$ cat config.mk
export PLATFORM = sky130hd
export DESIGN_NAME = mapper_savestate_seq
export DESIGN_NICKNAME = d
export VERILOG_FILES = /design/src/rtl/savestate_pkg.sv /design/src/rtl/mapper_savestate_seq.sv
export SDC_FILE = /design/constraint.sdc
export NUM_CORES = 1
export LEC_CHECK = 0
export ABC_AREA = 1
export BUFFER_PORTS_ARGS = -buffer_cell sky130_fd_sc_hd__clkbuf_2
export CORE_MARGIN = 2
export CORE_UTILIZATION = 25
export CTS_CLUSTER_SIZE = 25
export DETAILED_ROUTE_END_ITERATION = 8
export HOLD_SLACK_MARGIN = 0.15
export PLACE_DENSITY = 0.52
export SYNTH_ARGS = -nofsm -noshare
export SYNTH_HDL_FRONTEND = slang
export SYNTH_SLANG_ARGS = --single-unit
$ cat constraint.sdc
create_clock -name clk -period 1.89 [get_ports clk]
set_input_delay 0.378 -clock clk [delete_from_list [all_inputs] [get_ports clk]]
set_output_delay 0.378 -clock clk [all_outputs]
set_load 0.05 [all_outputs]
$ cat src/rtl/savestate_pkg.sv
// Shared types and constants for the mapper savestate bus and its sequencer.
package savestate_pkg;

   localparam int SS_ADR_W  = 10;
   localparam int SS_DATA_W = 64;

   typedef logic [SS_ADR_W-1:0]  ss_adr_t;
   typedef logic [SS_DATA_W-1:0] ss_data_t;

   // Register indices on the savestate bus; mapper registers begin at SSREG_INDEX_MAP1.
   localparam ss_adr_t SSREG_INDEX_TOP  = 10'd0;
   localparam ss_adr_t SSREG_INDEX_DMA  = 10'd1;
   localparam ss_adr_t SSREG_INDEX_PPU  = 10'd2;
   localparam ss_adr_t SSREG_INDEX_APU  = 10'd3;
   localparam ss_adr_t SSREG_INDEX_MAP1 = 10'd4;
   localparam ss_adr_t SSREG_INDEX_MAP2 = 10'd5;
   localparam ss_adr_t SSREG_INDEX_MAP3 = 10'd6;
   localparam ss_adr_t SSREG_INDEX_MAP4 = 10'd7;

   typedef enum logic [3:0] {
      IDLE,
      PAUSE,
      S_ADR,
      S_CAP,
      S_WR,
      L_RD,
      L_WR,
      CLR,
      APPLY,
      FIN
   } state_e;

   typedef enum logic [1:0] {
      SAVE,
      LOAD,
      CLEAR
   } cmd_e;

endpackage

$ cat src/rtl/mapper_savestate_seq.sv
// Halts the core and walks the mapper savestate registers, moving each image
// to or from savestate memory over a req/ack port.
module mapper_savestate_seq
   import savestate_pkg::*;
#(
   parameter int REG_FIRST = 0,
   parameter int REG_COUNT = 8,
   parameter int MEM_AW    = 12,
   parameter int MEM_BASE  = 0
) (
   input  logic                 clk,
   input  logic                 reset_n,
   input  logic                 start_save,
   input  logic                 start_load,
   input  logic                 start_clear,
   output logic                 busy,
   output logic                 done,
   output logic                 cpu_pause,
   input  logic                 cpu_paused,
   output logic [SS_DATA_W-1:0] ss_din,
   output logic [SS_ADR_W-1:0]  ss_adr,
   output logic                 ss_wren,
   output logic                 ss_rst,
   output logic                 ss_load,
   input  logic [SS_DATA_W-1:0] ss_dout,
   output logic                 mem_req,
   output logic                 mem_we,
   output logic [MEM_AW-1:0]    mem_addr,
   output logic [SS_DATA_W-1:0] mem_wdata,
   input  logic                 mem_ack,
   input  logic [SS_DATA_W-1:0] mem_rdata
);

   localparam int               IDX_W    = $clog2(REG_COUNT + 1);
   localparam logic [IDX_W-1:0] IDX_LAST = IDX_W'(REG_COUNT - 1);

   state_e                 state_q, state_d;
   cmd_e                   cmd_q, cmd_d;
   logic [IDX_W-1:0]       idx_q, idx_d;
   logic                   pause_armed_q, pause_armed_d;
   logic [SS_ADR_W-1:0]    ss_adr_q, ss_adr_d;
   logic [MEM_AW-1:0]      mem_addr_q, mem_addr_d;
   logic [SS_DATA_W-1:0]   ss_din_q, ss_din_d;
   logic [SS_DATA_W-1:0]   mem_wdata_q, mem_wdata_d;

   logic [SS_ADR_W-1:0]    cur_ss_adr;
   logic [MEM_AW-1:0]      cur_mem_addr;
   logic                   is_last;

   assign cur_ss_adr   = SS_ADR_W'(REG_FIRST) + SS_ADR_W'(idx_q);
   assign cur_mem_addr = MEM_AW'(MEM_BASE) + MEM_AW'(idx_q);
   assign is_last      = (idx_q == IDX_LAST);

   // NOTE: sequential state uses non-blocking assignments so every flop samples
   // the pre-edge values; the datapath holds are reset too since every output must read 0.
   always_ff @(posedge clk) begin
      if (!reset_n) begin
         state_q       <= IDLE;
         cmd_q         <= SAVE;
         idx_q         <= '0;
         pause_armed_q <= 1'b0;
         ss_adr_q      <= '0;
         mem_addr_q    <= '0;
         ss_din_q      <= '0;
         mem_wdata_q   <= '0;
      end else begin
         state_q       <= state_d;
         cmd_q         <= cmd_d;
         idx_q         <= idx_d;
         pause_armed_q <= pause_armed_d;
         ss_adr_q      <= ss_adr_d;
         mem_addr_q    <= mem_addr_d;
         ss_din_q      <= ss_din_d;
         mem_wdata_q   <= mem_wdata_d;
      end
   end

   // NOTE: every signal gets a default before the case so no path infers a latch.
   always_comb begin
      state_d     = state_q;
      cmd_d       = cmd_q;
      idx_d       = idx_q;
      ss_din_d    = ss_din_q;
      mem_wdata_d = mem_wdata_q;

      unique case (state_q)
         IDLE: begin
            if (start_clear || start_load || start_save) begin
               cmd_d   = start_clear ? CLEAR : (start_load ? LOAD : SAVE);
               idx_d   = '0;
               state_d = PAUSE;
            end
         end
         PAUSE: begin
            // A cpu_paused left over from an earlier halt is only trusted once
            // our own request has been visible for a full cycle.
            if (cpu_paused && pause_armed_q) begin
               unique case (cmd_q)
                  SAVE:    state_d = S_ADR;
                  LOAD:    state_d = L_RD;
                  default: state_d = CLR;
               endcase
            end
         end
         S_ADR: state_d = S_CAP;
         S_CAP: begin
            mem_wdata_d = ss_dout;
            state_d     = S_WR;
         end
         S_WR: begin
            if (mem_ack) begin
               if (is_last) begin
                  state_d = FIN;
               end else begin
                  idx_d   = idx_q + IDX_W'(1);
                  state_d = S_ADR;
               end
            end
         end
         L_RD: begin
            if (mem_ack) begin
               ss_din_d = mem_rdata;
               state_d  = L_WR;
            end
         end
         L_WR: begin
            if (is_last) begin
               state_d = APPLY;
            end else begin
               idx_d   = idx_q + IDX_W'(1);
               state_d = L_RD;
            end
         end
         CLR:     state_d = APPLY;
         APPLY:   state_d = FIN;
         FIN:     state_d = IDLE;
         default: state_d = IDLE;
      endcase
   end

   // Bus and memory addresses follow the index while in use and hold otherwise.
   always_comb begin
      pause_armed_d = (state_q == PAUSE);
      ss_adr_d      = ss_adr_q;
      mem_addr_d    = mem_addr_q;
      if (state_q inside {S_ADR, S_CAP, L_WR}) ss_adr_d = cur_ss_adr;
      if (state_q inside {S_WR, L_RD})         mem_addr_d = cur_mem_addr;
   end

   always_comb begin
      busy      = (state_q != IDLE);
      cpu_pause = (state_q != IDLE);
      done      = (state_q == FIN);
      ss_wren   = (state_q == L_WR);
      ss_rst    = (state_q == CLR);
      ss_load   = (state_q == APPLY);
      mem_req   = (state_q == S_WR) || (state_q == L_RD);
      mem_we    = (state_q == S_WR);
      ss_adr    = ss_adr_d;
      mem_addr  = mem_addr_d;
      ss_din    = ss_din_q;
      mem_wdata = mem_wdata_q;
   end

endmodule

After elaboration in Yosys (flattened, before gate mapping)
Cells that the tools add are included.
{"block": "totals", "regBits": 161, "in_bits": 135, "output_inout_bits": 158, "wordCells": 54}
{"block": "classes", "addsub": 1, "reduce_logical": 14, "eq_ne": 15, "n_mux": 16}
{"cell": "2-to-1 mux 4 bit", "count": 9}
{"cell": "case mux 4 bit (9 select lines)", "count": 1}
{"cell": "equality test 4 x 3 -> 1 bit, second input constant", "count": 5}
{"cell": "2-to-1 mux 12 bit", "count": 1}
{"cell": "case mux 4 bit (3 select lines)", "count": 1}
{"cell": "2-to-1 mux 10 bit", "count": 1}
{"cell": "equality test 4 x 2 -> 1 bit, second input constant", "count": 2}
{"cell": "equality test 4 bit, second input constant", "count": 2}
{"cell": "case mux 3 bit (2 select lines)", "count": 1}
{"cell": "nonzero test 3 bit", "count": 2}
{"cell": "adder 4 x 1 -> 4 bit, second input constant", "count": 1}
{"cell": "equality test 4 x 1 -> 1 bit, second input constant", "count": 1}
{"cell": "logical NOT 4 bit", "count": 1}
{"cell": "!= test 2 x 1 -> 1 bit, second input constant", "count": 2}
{"cell": "!= test 2 bit, second input constant", "count": 2}
{"cell": "AND reduction 2 bit", "count": 2}
{"cell": "AND reduction 4 bit", "count": 1}
{"cell": "nonzero test 4 bit", "count": 1}
{"cell": "logical OR 1 bit", "count": 3}
{"cell": "AND reduction 3 bit", "count": 1}
{"cell": "equality test 2 x 1 -> 1 bit, second input constant", "count": 1}
{"cell": "logical NOT 2 bit", "count": 1}
{"cell": "2-to-1 mux 2 bit", "count": 1}
{"cell": "nonzero test 2 bit", "count": 1}
{"cell": "other kinds (2)", "count": 2}

Depth between registers and ports, before layout
Gate-level depths: netlist of the first run.
{"block": "logic_depth", "word_depth": 4, "depth_mapped": 9, "ltp_nobuf": 8}

Worst setup path after synthesis of the first run
No wires, ideal clock.
{"block": "synth_timing", "kind": "reg2out", "start": "register state_q[3]", "end": "output port mem_addr[0]", "required_ns": 1.512, "t_arrival_ns": 1.781, "n_path_buf": 1, "setup_slack_ns": -0.269, "path_stages_with_launch": 6, "path_cell_list": "dfxtp_1 inv_2 nand2_1 nor2_1 buf_2 a21oi_1"}
{"block": "synth_via", "elab_chain_cells": 3, "elab_cells_between_ends": 4, "classes_between": "eq/ne: 2; mux: 1; reduce/logical: 1"}
{"element": "from (decl)", "line": "mapper_savestate_seq.sv:37", "rtl": "state_e state_q, state_d;"}
{"element": "from (signal assigned)", "line": "mapper_savestate_seq.sv:67", "rtl": "state_q <= state_d;"}
{"element": "equality test 4 x 3 -> 1 bit", "line": "mapper_savestate_seq.sv:147", "rtl": "if (state_q inside {S_WR, L_RD}) mem_addr_d = cur_mem_addr;"}
{"element": "nonzero test 2 bit (*)", "line": "mapper_savestate_seq.sv:147"}
{"element": "2-to-1 mux 12 bit (*)", "line": "mapper_savestate_seq.sv:147"}
{"element": "to (decl)", "line": "mapper_savestate_seq.sv:28", "rtl": "output logic [MEM_AW-1:0] mem_addr,"}
Every way passes the cells marked *; elsewhere a longest branch is shown, timed or not.

Worst setup path after layout of the first run
{"block": "layout_timing", "start": "register state_q[2]", "end": "output port ss_adr[2]"}
{"block": "layout_via", "elab_chain_cells": 3, "elab_cells_between_ends": 5, "classes_between": "eq/ne: 3; mux: 1; reduce/logical: 1"}
{"element": "equality test 4 x 2 -> 1 bit / equality test 4 x 3 -> 1 bit (equally long branches)", "line": "mapper_savestate_seq.sv:146", "rtl": "if (state_q inside {S_ADR, S_CAP, L_WR}) ss_adr_d = cur_ss_adr;"}
{"element": "nonzero test 3 bit (*)", "line": "mapper_savestate_seq.sv:146"}
{"element": "2-to-1 mux 10 bit (*)", "line": "mapper_savestate_seq.sv:146"}
{"element": "to (decl)", "line": "mapper_savestate_seq.sv:21", "rtl": "output logic [SS_ADR_W-1:0] ss_adr,"}
Marked as above.

==> results.toml, run 1 <==
[timing]
fmax_mhz = 510.6
fin_hold_ws_ns = 0.1895
finClkSkew_ns = 0.01483
finalCriticalPeriod_ns = 1.958
setup_viol = 7
hold_violations = 0
slew_headroom = 0.7910
grt_setup_unrepaired = "yes"
post-route-period-util = 1.036
fin_ws_ns = -0.06837
drv_slew = 0
worst_slew_pin_slew_ns = 0.3135

[worst_hold_path]
min-delay-start = "mem_rdata[10]"
min_path_type = "in -> reg"
hold_end = "ss_din[10]"
worstHoldPathCells = 3

[clock_network]
cts_root_buffer = "clkbuf_16"
worst_skew_pair.late_latency_ns = 0.42
cts.sinks = 161
clk_pin_slew_worst_paths_ns = 0.08
cts_buffers = 17
cts_tree = "yes"
htreeDepth = 4
ctsLongestPathBuffers = 2
cts_hold_buffers = 0

[placement]
hpwl_microns = 14000
gp_congestion = 0.7778
pre_cts_ws_ns = 0.04905
io_buffer_count = 292
placed_area_sq_um = 8587

[critical_path]
ff2ff_path_depth = 9
timing.rr.end = "ss_din[25]"
slowest_delay_ns = 0.37
critPathCaptureType = "output pin"
r2r-start = "state_q[0]"
r2r_slack_ns = 0.22
arrival_ns = 1.58
startpoint_type = "register"
path_class = "reg -> out"
cp_cell_sequence = "nor2_4 -> nand3_4 -> nand2_4 -> buf_6 -> nand2_1 -> o21ai_2 -> inv_2 -> buf_8"
path_delay_family = "simple AND/OR/NAND/NOR gates"
critPathMaxFanout = 6
crit_slowest_cell = "dfxtp_4"
critPathBufInv = 3
cp.required_ns = 1.51

[drt]
vias = 6177
routed_wl_microns = 19830
drc = 0
wire_per_inst_microns = 13.79
viasPerCell = 4.296
dr.pass1.iters = 4
antenna_left = 0
drtIter0Drc = 301

[final_layout]
multiInputGateArea_sq_um = 3033
register_area_sq_um = 3236
syn_to_final_growth_pct = 44.97
layout_common_cells = "261 x clkbuf_2, 159 x nor2_1, 157 x dfxtp_1"
drive_above_1_share = 0.4914
stdcell_area_sq_um = 9635
fillers = 2730
n_antenna_cell = 0
nets = 1226
layout_commonest_cell = "clkbuf_2"

[floorplanning]
core_sq_um = 26060
dieWidth_microns = 167.1
die_area_sq_um = 27910
die_y_microns = 167.1
initial_core_util = 0.2551
num_rows = 59
ios = 293

[yosys]
ys_ff_latch = 161
synthCells = 788
synth_warnings = 0
synth-seq-area-share = 0.4849
synth_area_sq_um = 6646
syn_area_per_cell_sq_um = 8.434
yosysUniqueCellTypes = 30
synthesis.nets = 924

[outcome]
violations = "setup timing"
status = "finished, violations left"

[power_and_ir_drop]
design_power_total_w = 0.01197
worst_ir_drop_vdd_mv = 0.8662
leakagePower_nw = 4.028
power_density_nw_per_um2 = 1242

[global_routing]
grt_max_degree = 67
antenna_found_initial = 1
grt_pass1_wl_microns = 31710
grt_overflow_total = 0
gr-usage-all-layers = 0.1397
grt_pass1_vias = 6029

[job]
cap_viol_max_count = 0
[Yosys cell counts, drive strengths merged]
| master | number | share of area |
|---|---|---|
| nor2 | 167 | 0.097 |
| dfxtp | 161 | 0.48 |
| nand2 | 116 | 0.067 |
| a21oi | 76 | 0.091 |
| nand3 | 75 | 0.10 |
| o21ai | 68 | 0.051 |
| inv | 44 | 0.025 |
| buf | 42 | 0.048 |
| clkbuf | 13 | 0.0073 |
| nor3 | 9 | 0.0068 |
| a211oi | 4 | 0.0045 |
| or2 | 4 | 0.0038 |
| nand4 | 3 | 0.0028 |
| clkinv | 1 | 0.00075 |
| ha | 1 | 0.0019 |
| nand3b | 1 | 0.0011 |
| nor4 | 1 | 0.00094 |
| o211ai | 1 | 0.0011 |
| xnor2 | 1 | 0.0013 |
[power breakdown]
group	switching, W	leakage [nW]	internal (W)
combinational	0.00303	2.46	0.00167
sequential	0.000213	1.30	0.00376
clock	0.00156	0.261	0.00173
[worst register-to-register path, cell delays in order, from the launching register on]
cell      delay [ns]
dfxtp_4         0.38
buf_6           0.13
inv_1           0.05
nor2_2          0.18
nand2_2         0.12
clkinv_2        0.11
buf_12          0.17
buf_4           0.23
nand3_2         0.09
a21oi_2         0.13
[logic make-up (layout without fill, tap and decap cells)]
| group | count (synthesis) | in the layout | share of synthesized area |
|---|---|---|---|
| and+or+nand+nor | 376 | 377 | 0.2826 |
| DFF | 161 | 161 | 0.4849 |
| AOI/OAI and AO/OA | 149 | 149 | 0.1480 |
| buffers and inverters | 100 | 414 | 0.08132 |
| adders and majority gates | 1 | 1 | 0.001882 |
| xor gates and xnor gates | 1 | 1 | 0.001318 |
[stage by stage]
step	setup TNS, ns	std cells	utilization
2_1_floorplan	-1.185	788	-
3_3_place_gp	0	1390	0.3295
3_5_place_dp	0	1390	0.3295
4_1_cts	-1.091	1431	0.3640
5_1_grt	-2.319	1438	0.3698
6_report	-0.3786	1438	0.3698
[how the worst max path moves through the flow]
stage,from,to,cells past startpoint
final,state_q[2],ss_adr[2],8
after floorplan,state_q[3],mem_addr[0],5
after global routing,state_q[3],mem_addr[3],7
after CTS,state_q[3],ss_adr[3],8
after detailed placement,state_q[3],mem_addr[0],8
after global placement,state_q[3],mem_addr[0],7
[state kept, by name (all words and copies together) (netlist names)]
name,count
mem_wdata,64
ss_din,64
mem_addr_q,12
ss_adr_q,10
idx_q,4
state_q,4
cmd_q,2
pause_armed_q,1
[layout make-up]
type                       instances  share of cell area
timing repair buffer             337              0.2296
clock buffer                      18             0.04454
tap                              335             0.04350
sequential                       161              0.3358
multi-input combinational        528              0.3148
inverter                          45             0.01896
clock inverter                    14             0.01286
[what timing repair did]
action / CTS / global route
setup endpoints to repair: 29 / 29
buffers inserted: 9 / 8
gates cloned: 1 / 0
pin swaps: 2 / 6
gates resized for setup: 77 / 45
[routing by layer]
| layer | global-route usage | vias up | part of all wire |
|---|---|---|---|
| li1 | - | 3151 | - |
| met1 | 0.1721 | 2820 | 0.44 |
| met2 | 0.2317 | 190 | 0.47 |
| met3 | 0.04848 | 14 | 0.072 |
| met4 | 0.03861 | 2 | 0.010 |
| met5 | 0 | - | 0.00066 |
No activity file was read; power rests on OpenSTA's default activity.
==> inputs of run 2 (changes only) <==
==> constraint.sdc (replaced) <==
create_clock -name clk -period 2.25 [get_ports clk]
set_input_delay 0.45 -clock clk [delete_from_list [all_inputs] [get_ports clk]]
set_output_delay 0.45 -clock clk [all_outputs]
set_load 0.05 [all_outputs]
==> results.toml, run 2 (synthesis results as in run 1) <==
[timing]
hold_violations = 0
post-route-period-util = 0.9487
setup_viol = 0
final.setup.tns_ns = 0
fmax_mhz = 468.5
finClkSkew_ns = 0.01088
drv_slew = 0
finalCriticalPeriod_ns = 2.134
worst_slew_pin_slew_ns = 0.7451
slew_headroom = 0.5032
grt_setup_unrepaired = "no"

[drt]
dr.pass1.iters = 4
drc = 0
antenna_left = 0
wire_per_inst_microns = 13.68
drtIter0Drc = 256
viasPerCell = 4.261
routed_wl_microns = 19340
vias = 6025

[critical_path]
critPathCaptureType = "output pin"
path_delay_family = "simple AND/OR/NAND/NOR gates"
cp.required_ns = 1.80
path_class = "reg -> out"
startpoint_type = "register"
critPathBufInv = 2
cp_cell_sequence = "nor2_4 -> nand3_4 -> nand2_4 -> nand2_1 -> o21ai_1 -> inv_1 -> clkbuf_4"
slowest_delay_ns = 0.36
arrival_ns = 1.68
crit_slowest_cell = "dfxtp_2"
critPathMaxFanout = 6

[floorplanning]
dieWidth_microns = 167.1
die_y_microns = 167.1
core_sq_um = 26060
initial_core_util = 0.2551
num_rows = 59
die_area_sq_um = 27910
ios = 293

[clock_network]
ctsLongestPathBuffers = 2
cts.sinks = 161
cts_hold_buffers = 0
cts_root_buffer = "clkbuf_16"
htreeDepth = 4
worst_skew_pair.late_latency_ns = 0.42
cts_buffers = 17
cts_tree = "yes"
clk_pin_slew_worst_paths_ns = 0.07

[placement]
gp_congestion = 0.7855
dp_cells = 1375
hpwl_microns = 13470
io_buffer_count = 292
placed_area_sq_um = 8384

[final_layout]
final_util = 0.3483
syn_to_final_growth_pct = 36.58
nets = 1201
layout_common_cells = "277 x clkbuf_2, 161 x nor2_1, 158 x dfxtp_1"
stdcell_area_sq_um = 9077
fillers = 2770
layout_commonest_cell = "clkbuf_2"
stdcell_count = 1414
drive_above_1_share = 0.4592

[global_routing]
grt_pass1_wl_microns = 30150
gr-usage-all-layers = 0.1346
grt_pass1_vias = 5619
antenna_found_initial = 1
grt_overflow_total = 0
grt_max_degree = 67

[power_and_ir_drop]
leakagePower_nw = 3.839
power_density_nw_per_um2 = 1037
worst_ir_drop_vdd_mv = 0.8205

[job]
cap_viol_max_count = 0

[worst_hold_path]
min_path_type = "in -> reg"

[outcome]
status = "finished clean"
[run 2: what timing repair did]
action,4_1_cts,5_1_grt
buffers inserted,1,3
pin swaps,0,2
gates resized for setup,12,16
cloned,0,2
setup endpoints to repair,22,22
hold endpoints to repair,0,0
[run 2: through the flow]
step           power [W]  hold WS, ns  setup slack (ns)
3_3_place_gp    0.006534       0.4387            0.3360
2_1_floorplan   0.005701       0.4246           0.01948
3_5_place_dp    0.006548       0.4413            0.2818
5_1_grt         0.009955       0.2399          0.001818
6_report        0.009414       0.2639            0.1155
4_1_cts         0.009483       0.2336          -0.03163
[run 2: layout make-up]
cell class | count | area, sq um | share of cell area
Sequential cell | 161 | 3229 | 0.3558
Multi-Input combinational cell | 528 | 2929 | 0.3227
Clock inverter | 14 | 148.9 | 0.01640
Timing Repair Buffer | 312 | 1747 | 0.1924
Inverter | 45 | 172.7 | 0.01902
Tap cell | 335 | 419.2 | 0.04618
Clock buffer | 18 | 429.2 | 0.04728
Antenna cell | 1 | 2.502 | 0.0002757
[run 2: path summary, 6_finish.rpt]
| kind | startpoint | cells past startpoint | slack, ns | endpoint |
|---|---|---|---|---|
| worst max-delay path | state_q[2] | 7 | 0.12 | ss_adr[0] |
| worst min-delay path | mem_rdata[10] | 3 | 0.26 | ss_din[10] |
| worst max register to register | state_q[2] | 7 | 0.41 | mem_wdata[22] |
| worst min register to register | mem_addr_q[5] | 2 | 0.45 | mem_addr_q[5] |
[run 2: tightest hold or removal path: stages]
cell      delay, ns
clkbuf_2       0.09
nand3_2        0.06
a21oi_2        0.05
[run 2: routing by layer]
metal / routed length (microns) / up-vias / global-route usage
li1: - / 3099 / -
met1: 8600 / 2719 / 0.1676
met2: 8998 / 188 / 0.2192
met3: 1422 / 19 / 0.04539
met4: 323 / 0 / 0.04310
met5: 0 / - / 0
[run 2: report_power, final]
| part | switching [W] | internal [W] | total (W) |
|---|---|---|---|
| logic | 0.00234 | 0.000894 | 0.00323 |
| clock network | 0.00130 | 0.00156 | 0.00286 |
| registers | 0.000169 | 0.00315 | 0.00332 |
| total | 0.00380 | 0.00561 | 0.00941 |
